**src/rtl/fifo_arb_pkg.sv**
```systemverilog
// Shared types and width helpers for the FIFO write-port arbiter.
package fifo_arb_pkg;

  // Arbiter FSM: IDLE picks a winner, GRANT streams that winner's beats.
  typedef enum logic {
    IDLE  = 1'b0,
    GRANT = 1'b1
  } arb_state_t;

  // Width of a requester index; never narrower than one bit.
  function automatic int grant_w(input int num_req);
    return (num_req > 1) ? $clog2(num_req) : 1;
  endfunction

  // Width of the per-grant beat counter; it only has to reach MAX_BURST-1.
  function automatic int bcnt_w(input int max_burst);
    return (max_burst > 1) ? $clog2(max_burst) : 1;
  endfunction

endpackage : fifo_arb_pkg

```
**src/rtl/fifo_wr_arbiter_rr_pick.sv**
```systemverilog
// Rotating-priority encoder: the first asserted request at or after rr_ptr
// (wrapping modulo NUM_REQ) wins. Purely combinational.
module rr_pick
  import fifo_arb_pkg::*;
#(
  parameter int NUM_REQ = 4
) (
  input  logic [NUM_REQ-1:0]           req,
  input  logic [grant_w(NUM_REQ)-1:0]  rr_ptr,
  output logic [grant_w(NUM_REQ)-1:0]  winner,
  output logic                         any_req
);

  localparam int GW = grant_w(NUM_REQ);
  // One spare bit so NUM_REQ itself fits as the "nothing found" sentinel.
  localparam int OW = GW + 1;

  // Distance of each requester from the pointer, counted forwards with wrap.
  logic [OW-1:0] off [NUM_REQ];
  logic [OW-1:0] best_off;

  for (genvar gi = 0; gi < NUM_REQ; gi++) begin : g_off
    assign off[gi] = (OW'(gi) >= {1'b0, rr_ptr})
                   ? OW'(gi) - {1'b0, rr_ptr}
                   : OW'(gi) + OW'(NUM_REQ) - {1'b0, rr_ptr};
  end

  // Keep the valid requester with the smallest forward distance.
  always_comb begin
    best_off = OW'(NUM_REQ);
    winner   = '0;
    for (int i = 0; i < NUM_REQ; i++) begin
      if (req[i] && (off[i] < best_off)) begin
        best_off = off[i];
        winner   = GW'(i);
      end
    end
  end

  assign any_req = |req;

endmodule : rr_pick

```
**src/rtl/fifo_wr_arbiter.sv**
```systemverilog
// Shares the FIFO write port between NUM_REQ requesters. Round-robin between
// grants, packet-locked within a grant, with a forced release after MAX_BURST
// beats so a long packet cannot starve the others.
module fifo_wr_arbiter
  import fifo_arb_pkg::*;
#(
  parameter int NUM_REQ    = 4,
  parameter int DATA_WIDTH = 8,
  parameter int MAX_BURST  = 16
) (
  input  logic                          wr_clk,
  input  logic                          wr_rst_n,
  input  logic [NUM_REQ-1:0]            req_valid,
  input  logic [NUM_REQ-1:0]            req_last,
  input  logic [NUM_REQ*DATA_WIDTH-1:0] req_data,
  output logic [NUM_REQ-1:0]            req_ready,
  input  logic                          wr_full,
  output logic                          wr_en,
  output logic [DATA_WIDTH-1:0]         wr_data,
  output logic [grant_w(NUM_REQ)-1:0]   grant_id,
  output logic                          busy
);

  localparam int GRANT_W = grant_w(NUM_REQ);
  localparam int BCNT_W  = bcnt_w(MAX_BURST);
  localparam logic [BCNT_W-1:0]  BCNT_LAST = BCNT_W'(MAX_BURST - 1);
  localparam logic [GRANT_W-1:0] GID_MAX   = GRANT_W'(NUM_REQ - 1);

  arb_state_t         state_reg,     state_next;
  logic [GRANT_W-1:0] rr_ptr_reg,    rr_ptr_next;
  logic [GRANT_W-1:0] grant_id_reg,  grant_id_next;
  logic [BCNT_W-1:0]  burst_cnt_reg, burst_cnt_next;

  logic [GRANT_W-1:0] pick_winner;
  logic               pick_any;
  logic               granted;
  logic               beat;
  logic               release_beat;

  logic [DATA_WIDTH-1:0] data_arr [NUM_REQ];

  rr_pick #(
    .NUM_REQ (NUM_REQ)
  ) u_rr_pick (
    .req     (req_valid),
    .rr_ptr  (rr_ptr_reg),
    .winner  (pick_winner),
    .any_req (pick_any)
  );

  // Unpack the requester data lanes and steer ready to the grantee only.
  for (genvar gi = 0; gi < NUM_REQ; gi++) begin : g_req
    assign data_arr[gi]  = req_data[gi*DATA_WIDTH +: DATA_WIDTH];
    assign req_ready[gi] = granted & ~wr_full & (grant_id_reg == GRANT_W'(gi));
  end

  assign granted = (state_reg == GRANT);

  // A beat moves only when the grantee has data and the FIFO has room; full
  // freezes everything, including the burst counter.
  assign beat         = granted & req_valid[grant_id_reg] & ~wr_full;
  assign release_beat = beat & (req_last[grant_id_reg] | (burst_cnt_reg == BCNT_LAST));

  assign wr_en    = beat;
  assign wr_data  = data_arr[grant_id_reg];
  assign grant_id = grant_id_reg;
  assign busy     = granted;

  // State, pointer, grantee and beat counter registers.
  always_ff @(posedge wr_clk or negedge wr_rst_n) begin
    if (!wr_rst_n) begin
      state_reg     <= IDLE;
      rr_ptr_reg    <= '0;
      grant_id_reg  <= '0;
      burst_cnt_reg <= '0;
    end else begin
      state_reg     <= state_next;
      rr_ptr_reg    <= rr_ptr_next;
      grant_id_reg  <= grant_id_next;
      burst_cnt_reg <= burst_cnt_next;
    end
  end

  // Next-state: arbitrate in IDLE, count beats and release in GRANT.
  always_comb begin
    state_next     = state_reg;
    rr_ptr_next    = rr_ptr_reg;
    grant_id_next  = grant_id_reg;
    burst_cnt_next = burst_cnt_reg;
    case (state_reg)
      IDLE: begin
        if (pick_any) begin
          grant_id_next  = pick_winner;
          burst_cnt_next = '0;
          state_next     = GRANT;
        end
      end
      GRANT: begin
        if (release_beat) begin
          // Priority moves past the releasing requester so it goes last next time.
          state_next     = IDLE;
          rr_ptr_next    = (grant_id_reg == GID_MAX) ? '0 : grant_id_reg + GRANT_W'(1);
          burst_cnt_next = '0;
        end else if (beat) begin
          burst_cnt_next = burst_cnt_reg + BCNT_W'(1);
        end
      end
      default: begin
        state_next = IDLE;
      end
    endcase
  end

endmodule : fifo_wr_arbiter
```
**config.mk**
```make
export PLATFORM = sky130hd
export DESIGN_NAME = fifo_wr_arbiter
export DESIGN_NICKNAME = d
export VERILOG_FILES = /design/src/rtl/fifo_arb_pkg.sv /design/src/rtl/fifo_wr_arbiter_rr_pick.sv /design/src/rtl/fifo_wr_arbiter.sv
export SDC_FILE = /design/constraint.sdc
export NUM_CORES = 1
export LEC_CHECK = 0
export CAP_MARGIN = 10
export CORE_AREA = 2 2 63 65
export CTS_CLUSTER_DIAMETER = 80
export CTS_CLUSTER_SIZE = 40
export DETAILED_ROUTE_END_ITERATION = 8
export DIE_AREA = 0 0 65 67
export PLACE_DENSITY = 0.61
export SLEW_MARGIN = 20
export SYNTH_ARGS = -nofsm -noshare
export SYNTH_HDL_FRONTEND = slang
export SYNTH_SLANG_ARGS = --single-unit
```
**constraint.sdc**
```tcl
create_clock -name wr_clk -period 4.08 [get_ports wr_clk]
set_input_delay 1.224 -clock wr_clk [delete_from_list [all_inputs] [get_ports wr_clk]]
set_output_delay 1.224 -clock wr_clk [all_outputs]
set_load 0.01 [all_outputs]
```
-- Yosys cells after proc, flatten, opt, wreduce, memory -nomap -nowiden
Cells that the tools add are included.
- add/sub/neg operators: 9
- magnitude comparators: 9
- equal/unequal tests: 6
- multiplexer cells: 24
- bitwise gates (word level): 12
- reductions and logical operators: 9
- operators with widths (kind ; number):
    3-bit 2-to-1 mux ; 6
    8-bit binary-select mux with 2-bit select ; 1
    8-bit 2-to-1 mux ; 2
    4-bit 2-to-1 mux ; 3
    3-bit < comparator ; 3
    3-bit by 2-bit subtractor with 3-bit output, first input constant ; 3
    1-bit bitwise AND ; 8
    4-bit case mux with 2 select lines ; 1
    2-bit 2-to-1 mux ; 3
    2-bit AND reduction ; 3
    1-bit by 2-bit subtractor with 3-bit output, first input constant ; 2
    2-bit by 2-bit subtractor with 3-bit output, first input constant ; 2
    1-bit 2-to-1 mux ; 5
    4-bit by 1-bit adder with 4-bit output, second input constant ; 1
    1-bit binary-select mux with 2-bit select ; 2
    2-bit equality test, second input constant ; 2
    4-bit equality test, second input constant ; 1
    1-bit by 2-bit >= comparator with 1-bit output, first input constant ; 2
    1-bit logical AND ; 4
    4-bit OR reduction ; 1
    3-bit >= comparator, second input constant ; 1
    2-bit by 3-bit < comparator with 1-bit output, second input constant ; 1
    3-bit < comparator, second input constant ; 1
    3-bit by 1-bit != test with 1-bit output, second input constant ; 1
    other kinds (9) ; 10
- bits in registers: 9
- bits of input ports: 43

-- Longest topological paths before layout
Gate-level depths: netlist of the first run.
- word-level depth: 14
- gate-level depth with buffers: 18
- mapped depth without buffers: 18

-- By module
Synthesis of the first run repeated with hierarchy kept, for this count alone.
- cells, all modules: 110
- area, all modules: 1102.3 µm²
- modules (own cells, without submodules) (module ; times used ; cells an instance ; area each (µm²) ; sequential area each (µm²)):
    fifo_wr_arbiter ; 1 ; 65 ; 769.5 ; 225.2
    rr_pick ; 1 ; 45 ; 332.8 ; 0.0

-- Worst setup path before layout of the first run
Ideal clock, no wire load.
- kind: input to register
- start: input req_valid[0]
- end: register grant_id_reg[0] (netlist: grant_id[0])
- library setup time: 0.065 ns
- data arrival time: 3.991 ns
- required time: 4.015 ns
- setup slack: 0.024 ns
- stages: 15
- cell sequence: ha_1 -> nor2b_1 -> o21ai_0 -> nor2_1 -> o22ai_1 -> ha_1 -> inv_1 -> a41o_1 -> a22oi_1 -> mux2_1 -> ha_1 -> a21o_1 -> a211o_1 -> a41oi_1 -> a211o_1
- cells in the longest elaborated chain, start to end: 11
- RTL lines (item ; RTL line ; RTL):
    from (decl) ; fifo_wr_arbiter.sv:13 ; input logic [NUM_REQ-1:0] req_valid,
    1-bit logical AND ; fifo_wr_arbiter_rr_pick.sv:33 ; if (req[i] && (off[i] < best_off)) begin
    3-bit 2-to-1 mux ; fifo_wr_arbiter_rr_pick.sv:33 ;
    3-bit < comparator ; fifo_wr_arbiter_rr_pick.sv:33 ;
    1-bit logical AND ; fifo_wr_arbiter_rr_pick.sv:33 ;
    3-bit 2-to-1 mux ; fifo_wr_arbiter_rr_pick.sv:33 ;
    3-bit < comparator ; fifo_wr_arbiter_rr_pick.sv:33 ;
    1-bit logical AND ; fifo_wr_arbiter_rr_pick.sv:33 ;
    3-bit 2-to-1 mux ; fifo_wr_arbiter_rr_pick.sv:33 ;
    3-bit < comparator ; fifo_wr_arbiter_rr_pick.sv:33 ;
    1-bit logical AND ; fifo_wr_arbiter_rr_pick.sv:33 ;
    2-bit 2-to-1 mux ; fifo_wr_arbiter_rr_pick.sv:33 ;
    to (signal assigned) ; fifo_wr_arbiter.sv:79 ; grant_id_reg <= grant_id_next;
    to (decl) ; fifo_wr_arbiter.sv:31 ; logic [GRANT_W-1:0] grant_id_reg, grant_id_next;
Parallel ways exist; a longest one is shown, timed or not.
A chain may end at the register's enable or synchronous reset.

-- Worst setup path after layout of the first run
Same ends and word-level chain as after synthesis.

==> results by group, run 1 <==
Global routing
  • Number of global-route vias before repair: 1167
  • Initial antenna violation count: 0
  • First-pass GRT wire length: 4.96 mm
  • GRT Overall Usage: 0.151
  • Largest net degree at the start of global routing: 17
  • Congestion Overflow GR: 0

CTS
  • CTS Hold Bufs: 0
  • Worst-Skew Late Latency: roughly 230 ps
  • CTS tree: built
  • Root buf cell: clkbuf_8
  • Clock sink count: 9
  • Max Root-Sink Buffers: 2
  • Num CTS Buffers: 3
  • H-tree depth: 1
  • Clock slew at reported path FFs: 50 ps

Timing
  • Hold_ws: 541 ps
  • Worst Tran Pin Value: 788 ps
  • Relative slew slack: 0.475
  • Min Tclk post-route: 3880 ps
  • Fmax: 258 MHz
  • Fin. Hold Viols: 0
  • Post-route worst setup slack: a little under 200 ps
  • Final Max Tran Viols: 0
  • Clock Skew: about 6 ps
  • Final setup violating endpoints: 0
  • Tcrit/Tclk final: 0.952
  • Unrepaired setup endpoints after global routing: false
  • TNS Setup: 0 ps

Route
  • Final wirelength: 3.09 mm
  • Vias post-DR: 1078
  • Drt first pass iters: 4
  • Initial DRC Count: 35
  • Via density per instance: around 4.8
  • Residual DRC count: 0
  • Drt wl/cell: ~14 µm
  • Detail Route Antenna Nets: 0

Logic synthesis
  • Largest family of logic cells by synthesized area: multiplexers
  • Seq cells post-synth: 9
  • Mapped Cells: around 90
  • Compound-cell area share of the yosys netlist: 0.146
  • Seq/Total Area, Yosys: 0.229
  • Mux contribution to synthesized area: 0.266
  • Adder-cell share of the synthesized area: 0.140
  • Post-synth ARST share: 1.00
  • Count of cell types in the netlist: 36
  • Net count after synthesis: between 100 and 150
  • Simple-Gate Fraction of Synth Area: 0.140
  • Primary FF master, synth: dfrtp_1
  • Synth Cell Area: 982 µm²
  • XOR/XNOR share of the synthesized area: 0.0268
  • Syn avg cell area: roughly 11 µm²
  • Synthesis Warnings: 0
  • Post-synth EDFFs: 0

Floorplanning
  • Die Height: ~67 µm
  • Initial core utilization: 0.272
  • Die area: about 4400 µm²
  • Die W: 65 µm
  • IO Count: slightly below 60
  • Std cell rows: 22
  • CORE AREA: ~3600 µm²

Critical path
  • CP peak stage delay: ~310 ps
  • Crit-path slowest cell: a211o_1
  • Arr. time, crit path: between 4000 and 5000 ps
  • Worst Setup Start Kind: input port
  • Crit Path Class: input port to flop
  • WP buf/inv: 3
  • R2R Setup Slk: 440 ps
  • Crit-path leading delay family: compound AO/OA/AOI/OAI gates
  • Cell mode on critical path: a211o_1
  • Crit end category: flop
  • Largest fanout on the critical path: 2
  • CP Cell Sequence: clkbuf_2 -> ha_2 -> nor2b_4 -> o21ai_2 -> nor2_2 -> o22ai_4 -> ha_1 -> inv_1 -> a41o_1 -> a22oi_2 -> buf_4 -> mux2_4 -> ha_4 -> a21o_1 -> a211o_1 -> a41oi_2 -> a211o_1
  • CP Data Required Time: 4250 ps

Layout
  • Final Util: 0.528
  • Commonest non-fill, non-tap cell in the layout: clkdlybuf4s50_1
  • Number of diodes: 0
  • Area Growth Syn to Fin: 94.0%
  • Cell area after layout: approximately 1900 µm²
  • Largest register FFs: 4
  • Share of layout cells above drive strength 1: 0.309
  • Commonest non-fill, non-tap cells in the layout: clkdlybuf4s50_1, buf_4, mux4_2, ha_1, dfrtp_1
  • Final Non-Filler Cells: ~230
  • Post-layout net count: between 200 and 250

Flow run
  • Max Cap Viol: 0

Run status
  • Status: finished, final reports clean

Placed design
  • DP Area: roughly 1700 µm²
  • GPL Wtd Cong: around 0.8
  • Cells after DPL: 207
  • Post-DP HPWL: 2.43 mm
  • Post-place setup slack: -517 ps
  • Port bufs: between 50 and 60

Min path
  • Hold WC Path Type: flop to flop

Pwr
  • Leakage: between 0.8 and 0.9 nW
  • Peak supply drop: between 200 and 300 µV
  • Total power: between 1 and 1.5 mW
  • Pwr dens: about 620 nW/µm²
final cells by class:
class	count	area, µm²
fill	328	1700
inverter	8	30.0
sequential	9	225
timing repair buffer	85	779
clock buffer	4	45.0
multi-input combinational	72	766
tap	48	60.1
Yosys cell counts, types with 2 or more instances:
master   instances  area (µm²)
a211o_1          3        26.3
and2_1           6        37.5
dfrtp_1          9         225
mux4_2          10         225
xor2_1           2        17.5
nor2b_1          3        18.8
ha_1            11         138
inv_1            7        26.3
nand2_1          6        22.5
nor2_1           9        33.8
cell families after synthesis:
family,Yosys count
buffers and inverters,11
multiplexers,13
flip-flops,9
XOR/XNOR,3
adder cells (fa/ha/maj),11
AO/OA/AOI/OAI,17
AND/OR/NAND/NOR,28
path summary, 6_finish.rpt:
path	from	to	cells after the start
hold / removal	burst_cnt_reg[3]$_DFFE_PN0P_	burst_cnt_reg[3]$_DFFE_PN0P_	2
max in group asynchronous	wr_rst_n	burst_cnt_reg[2]$_DFFE_PN0P_	1
hold reg to reg	burst_cnt_reg[3]$_DFFE_PN0P_	burst_cnt_reg[3]$_DFFE_PN0P_	2
min in group asynchronous	wr_rst_n	burst_cnt_reg[1]$_DFFE_PN0P_	1
setup reg to reg	rr_ptr_reg[0]$_DFFE_PN0P_	grant_id[0]$_DFFE_PN0P_	18
setup / recovery	req_valid[0]	grant_id[0]$_DFFE_PN0P_	17
what timing repair did:
item / 4_1_cts / 5_1_grt
setup endpoints to repair: 3 / 2
setup buffers: 13 / 2
pin swaps: 4 / 7
gates resized for setup: 8 / 9
gates cloned: 0 / 0
metal layers:
layer	track usage	vias to the layer above	part of all wire
met5	0	-	0
met2	0.277	48	0.50
li1	-	515	-
met4	0.0372	0	0.0039
met3	0.0456	4	0.091
met1	0.169	511	0.40
worst min-delay path: cells and delay by family, from the launching register on:
kind          cells  cell delay (ps)
flops             1              340
simple gates      1               80
xor+xnor          1               70
power breakdown:
| group | internal (mW) | switching [mW] |
|---|---|---|
| clock | 0.0679 | 0.0333 |
| combinational | 0.551 | 0.330 |
| sequential | 0.122 | 0.0843 |
| total | 0.741 | 0.448 |
No activity file was read; power rests on OpenSTA's default activity.
==> run 2: changes to the inputs <==
--- a/config.mk
+++ b/config.mk
@@ -6,12 +6,14 @@
 export NUM_CORES = 1
 export LEC_CHECK = 0
 export CAP_MARGIN = 10
-export CORE_AREA = 2 2 63 65
+export CELL_PAD_IN_SITES_DETAIL_PLACEMENT = 2
+export CELL_PAD_IN_SITES_GLOBAL_PLACEMENT = 2
+export CORE_AREA = 2 2 72 74
 export CTS_CLUSTER_DIAMETER = 80
 export CTS_CLUSTER_SIZE = 40
 export DETAILED_ROUTE_END_ITERATION = 8
-export DIE_AREA = 0 0 65 67
-export PLACE_DENSITY = 0.61
+export DIE_AREA = 0 0 74 76
+export PLACE_DENSITY = 0.78
 export SLEW_MARGIN = 20
 export SYNTH_ARGS = -nofsm -noshare
 export SYNTH_HDL_FRONTEND = slang
==> constraint.sdc (replaced) <==
create_clock -name wr_clk -period 4.08 [get_ports wr_clk]
set_input_delay 1.224 -clock wr_clk [delete_from_list [all_inputs] [get_ports wr_clk]]
set_output_delay 1.224 -clock wr_clk [all_outputs]
set_load 0.005 [all_outputs]
==> run 2 against run 1 <==
Effect of this change:
- hold slack got worse by 5.9 ps
- clock power about the same
- cell count increased by 4.9%
- clock skew decreased by 5.0 ps
- first-iteration DRC count decreased by 57%
- flip-flop and latch count unchanged
- total power decreased by 4.9%
- maximum frequency decreased by 3.2%
- register-to-register slack improved by 40 ps
==> results by group, run 2 (synthesized netlist as in run 1, its figures left out) <==
Run status
  • Status: finished, final reports clean

Route
  • Drt wl/cell: between 15 and 20 µm
  • Initial DRC Count: 15
  • Residual DRC count: 0
  • Vias post-DR: roughly 1100
  • Drt first pass iters: 3
  • Final wirelength: approximately 3.8 mm
  • Detail Route Antenna Nets: 0
  • Via density per instance: between 4 and 5

Critical path
  • Crit path from: req_valid[0]
  • Crit end category: flop
  • Worst flop-to-flop path endpoint: grant_id[0]$_DFFE_PN0P_
  • CP Cell Sequence: dlygate4sd2_1 -> ha_2 -> nor2b_4 -> o21ai_2 -> nor2_2 -> o22ai_2 -> ha_1 -> inv_2 -> a41o_1 -> a22oi_2 -> mux2_4 -> ha_4 -> a21o_1 -> a211o_1 -> a41oi_2 -> a211o_1
  • Worst r2r src: rr_ptr_reg[0]$_DFFE_PN0P_
  • Arr. time, crit path: 4180 ps
  • R2R Setup Slk: between 400 and 500 ps
  • Number of cells on the worst reg-to-reg path: 17
  • Cell mode on critical path: a211o_1
  • CP Data Required Time: between 4000 and 5000 ps
  • Largest fanout on the critical path: 2
  • CP peak stage delay: approximately 330 ps
  • Crit Path Class: input port to flop
  • Crit-path slowest cell: mux2_4
  • Worst Setup Start Kind: input port

CTS
  • H-tree depth: 1
  • Worst-Skew Late Latency: around 230 ps
  • Clock sink count: 9
  • Clock slew at reported path FFs: roughly 50 ps
  • Root buf cell: clkbuf_8
  • CTS tree: built
  • Max Root-Sink Buffers: 2
  • Num CTS Buffers: 3
  • CTS Hold Bufs: 0

Layout
  • Number of diodes: 0
  • Area Growth Syn to Fin: 87.6%
  • Largest register FFs: 4
  • Final Non-Filler Cells: between 200 and 250
  • Commonest non-fill, non-tap cells in the layout: clkdlybuf4s50_1, buf_4, mux4_2, ha_1, dfrtp_1
  • Post-layout net count: ~220
  • # fillers: ~540
  • Commonest non-fill, non-tap cell in the layout: clkdlybuf4s50_1
  • Share of layout cells above drive strength 1: 0.263

Timing
  • Fmax: 249 MHz
  • Clock Skew: approximately 0.95 ps
  • Tcrit/Tclk final: 0.983
  • Worst Tran Pin Value: 824 ps
  • Min Tclk post-route: between 4000 and 5000 ps
  • Fin. Hold Viols: 0
  • Final Max Tran Viols: 0
  • Final setup violating endpoints: 0
  • Hold_ws: between 500 and 600 ps
  • Relative slew slack: 0.451
  • TNS Setup: 0 ps

Floorplanning
  • CORE AREA: between 4000 and 5000 µm²
  • Die W: about 74 µm
  • Die Height: about 76 µm
  • Std cell rows: 26
  • Initial core utilization: 0.200
  • Die area: approximately 5600 µm²
  • IO Count: ~60

Placed design
  • Post-DP HPWL: around 3.1 mm
  • Port bufs: 58
  • Cells after DPL: between 200 and 250
  • GPL Wtd Cong: just over 0.8

Min path
  • Hold WC Path Type: flop to flop
  • Hold path cells: 2
  • Hold Crit Start: burst_cnt_reg[3]$_DFFE_PN0P_
  • Hold Path End: burst_cnt_reg[3]$_DFFE_PN0P_

Pwr
  • Pwr dens: between 600 and 700 nW/µm²
  • Combinational share of power: 0.722
  • Switching share of power: 0.391
  • Cell Int Power: about 690 µW
  • Peak supply drop: approximately 240 µV
  • Flop pwr share: 0.187
  • Clock power share: 0.092
  • Leakage: between 0.7 and 0.8 nW
  • Switching power: around 440 µW

Global routing
  • GRT Overall Usage: 0.140
  • Number of global-route vias before repair: 1294
  • Congestion Overflow GR: 0
  • Initial antenna violation count: 0
  • Largest net degree at the start of global routing: 17
  • First-pass GRT wire length: just over 6 mm

Flow run
  • Max Cap Viol: 0
run 2: cell count changes in the layout (fill, tap and decap cells not counted), sizes merged:
| cell | change |
|---|---|
| dlymetal6s2s | -1 |
| buf | -11 |
| clkbuf | -1 |
| dlygate4sd2 | +2 |
run 2: final cells by class:
cell class	instances	area, µm²	share of cell area
Multi-Input combinational cell	72	758	0.411
Timing Repair Buffer	74	697	0.378
Sequential cell	9	225	0.122
Tap cell	70	87.6	0.0475
Clock buffer	4	45.0	0.0244
Inverter	8	30.0	0.0163
run 2: what timing repair did:
item / CTS / global route
resized for setup: 12 / 3
hold endpoints to repair: 0 / 0
pin swaps: 6 / 7
buffers inserted: 1 / 3
endpoints found under the setup margin: 3 / 2
run 2: through the flow:
step / power [mW] / util / setup slack (ps) / instance area [µm²]
after floorplan: 0.560 / - / 24.4 / 982
after global placement: 0.884 / 0.350 / -373 / 1720
after detailed placement: 0.932 / 0.350 / -645 / 1720
after CTS: 1.08 / 0.368 / 48.6 / 1810
after global routing: 1.23 / 0.375 / -15.8 / 1840
final: 1.13 / 0.375 / 68.9 / 1840
run 2: metal layers:
| metal | routed length (µm) | vias to the layer above | track usage |
|---|---|---|---|
| met5 | 0 | - | 0 |
| met4 | 12 | 0 | 0.0109 |
| met3 | 336 | 2 | 0.0582 |
| met2 | 2050 | 49 | 0.260 |
| met1 | 1400 | 533 | 0.151 |
| li1 | - | 490 | - |
run 2: worst max-delay path by stage:
stage | end | slack [ps] | cells after the start
floorplan | grant_id[0]$_DFFE_PN0P_ | 20 | 15
detailed placement | grant_id[0]$_DFFE_PN0P_ | -640 | 16
global route | grant_id[0]$_DFFE_PN0P_ | -20 | 16
global placement | grant_id[0]$_DFFE_PN0P_ | -370 | 16
CTS | grant_id[0]$_DFFE_PN0P_ | 50 | 16
finish | grant_id[0]$_DFFE_PN0P_ | 70 | 16
run 2: worst max-delay path: cells and delay by family:
| family | cells | cell delay [ps] |
|---|---|---|
| adder cells (fa/ha/maj) | 3 | 730 |
| AO/OA/AOI/OAI | 8 | 1350 |
| AND/OR/NAND/NOR | 2 | 230 |
| multiplexers | 1 | 330 |
| buffers and inverters | 2 | 300 |
run 2: power by group through the flow:
stage	Clock [mW]	Combinational, mW	Sequential [mW]
global placement	0	0.673	0.211
CTS	0.106	0.758	0.215
floorplan	0	0.395	0.165
detailed placement	0	0.719	0.213
finish	0.103	0.816	0.211
global route	0.111	0.893	0.225
==> run 3: changes to the inputs <==
--- a/config.mk
+++ b/config.mk
@@ -14,7 +14,6 @@
 export DETAILED_ROUTE_END_ITERATION = 8
 export DIE_AREA = 0 0 74 76
 export PLACE_DENSITY = 0.78
-export SLEW_MARGIN = 20
 export SYNTH_ARGS = -nofsm -noshare
 export SYNTH_HDL_FRONTEND = slang
 export SYNTH_SLANG_ARGS = --single-unit
==> results of run 3 <==
No change in the layout: final DEF, timing and power equal those of run 2.
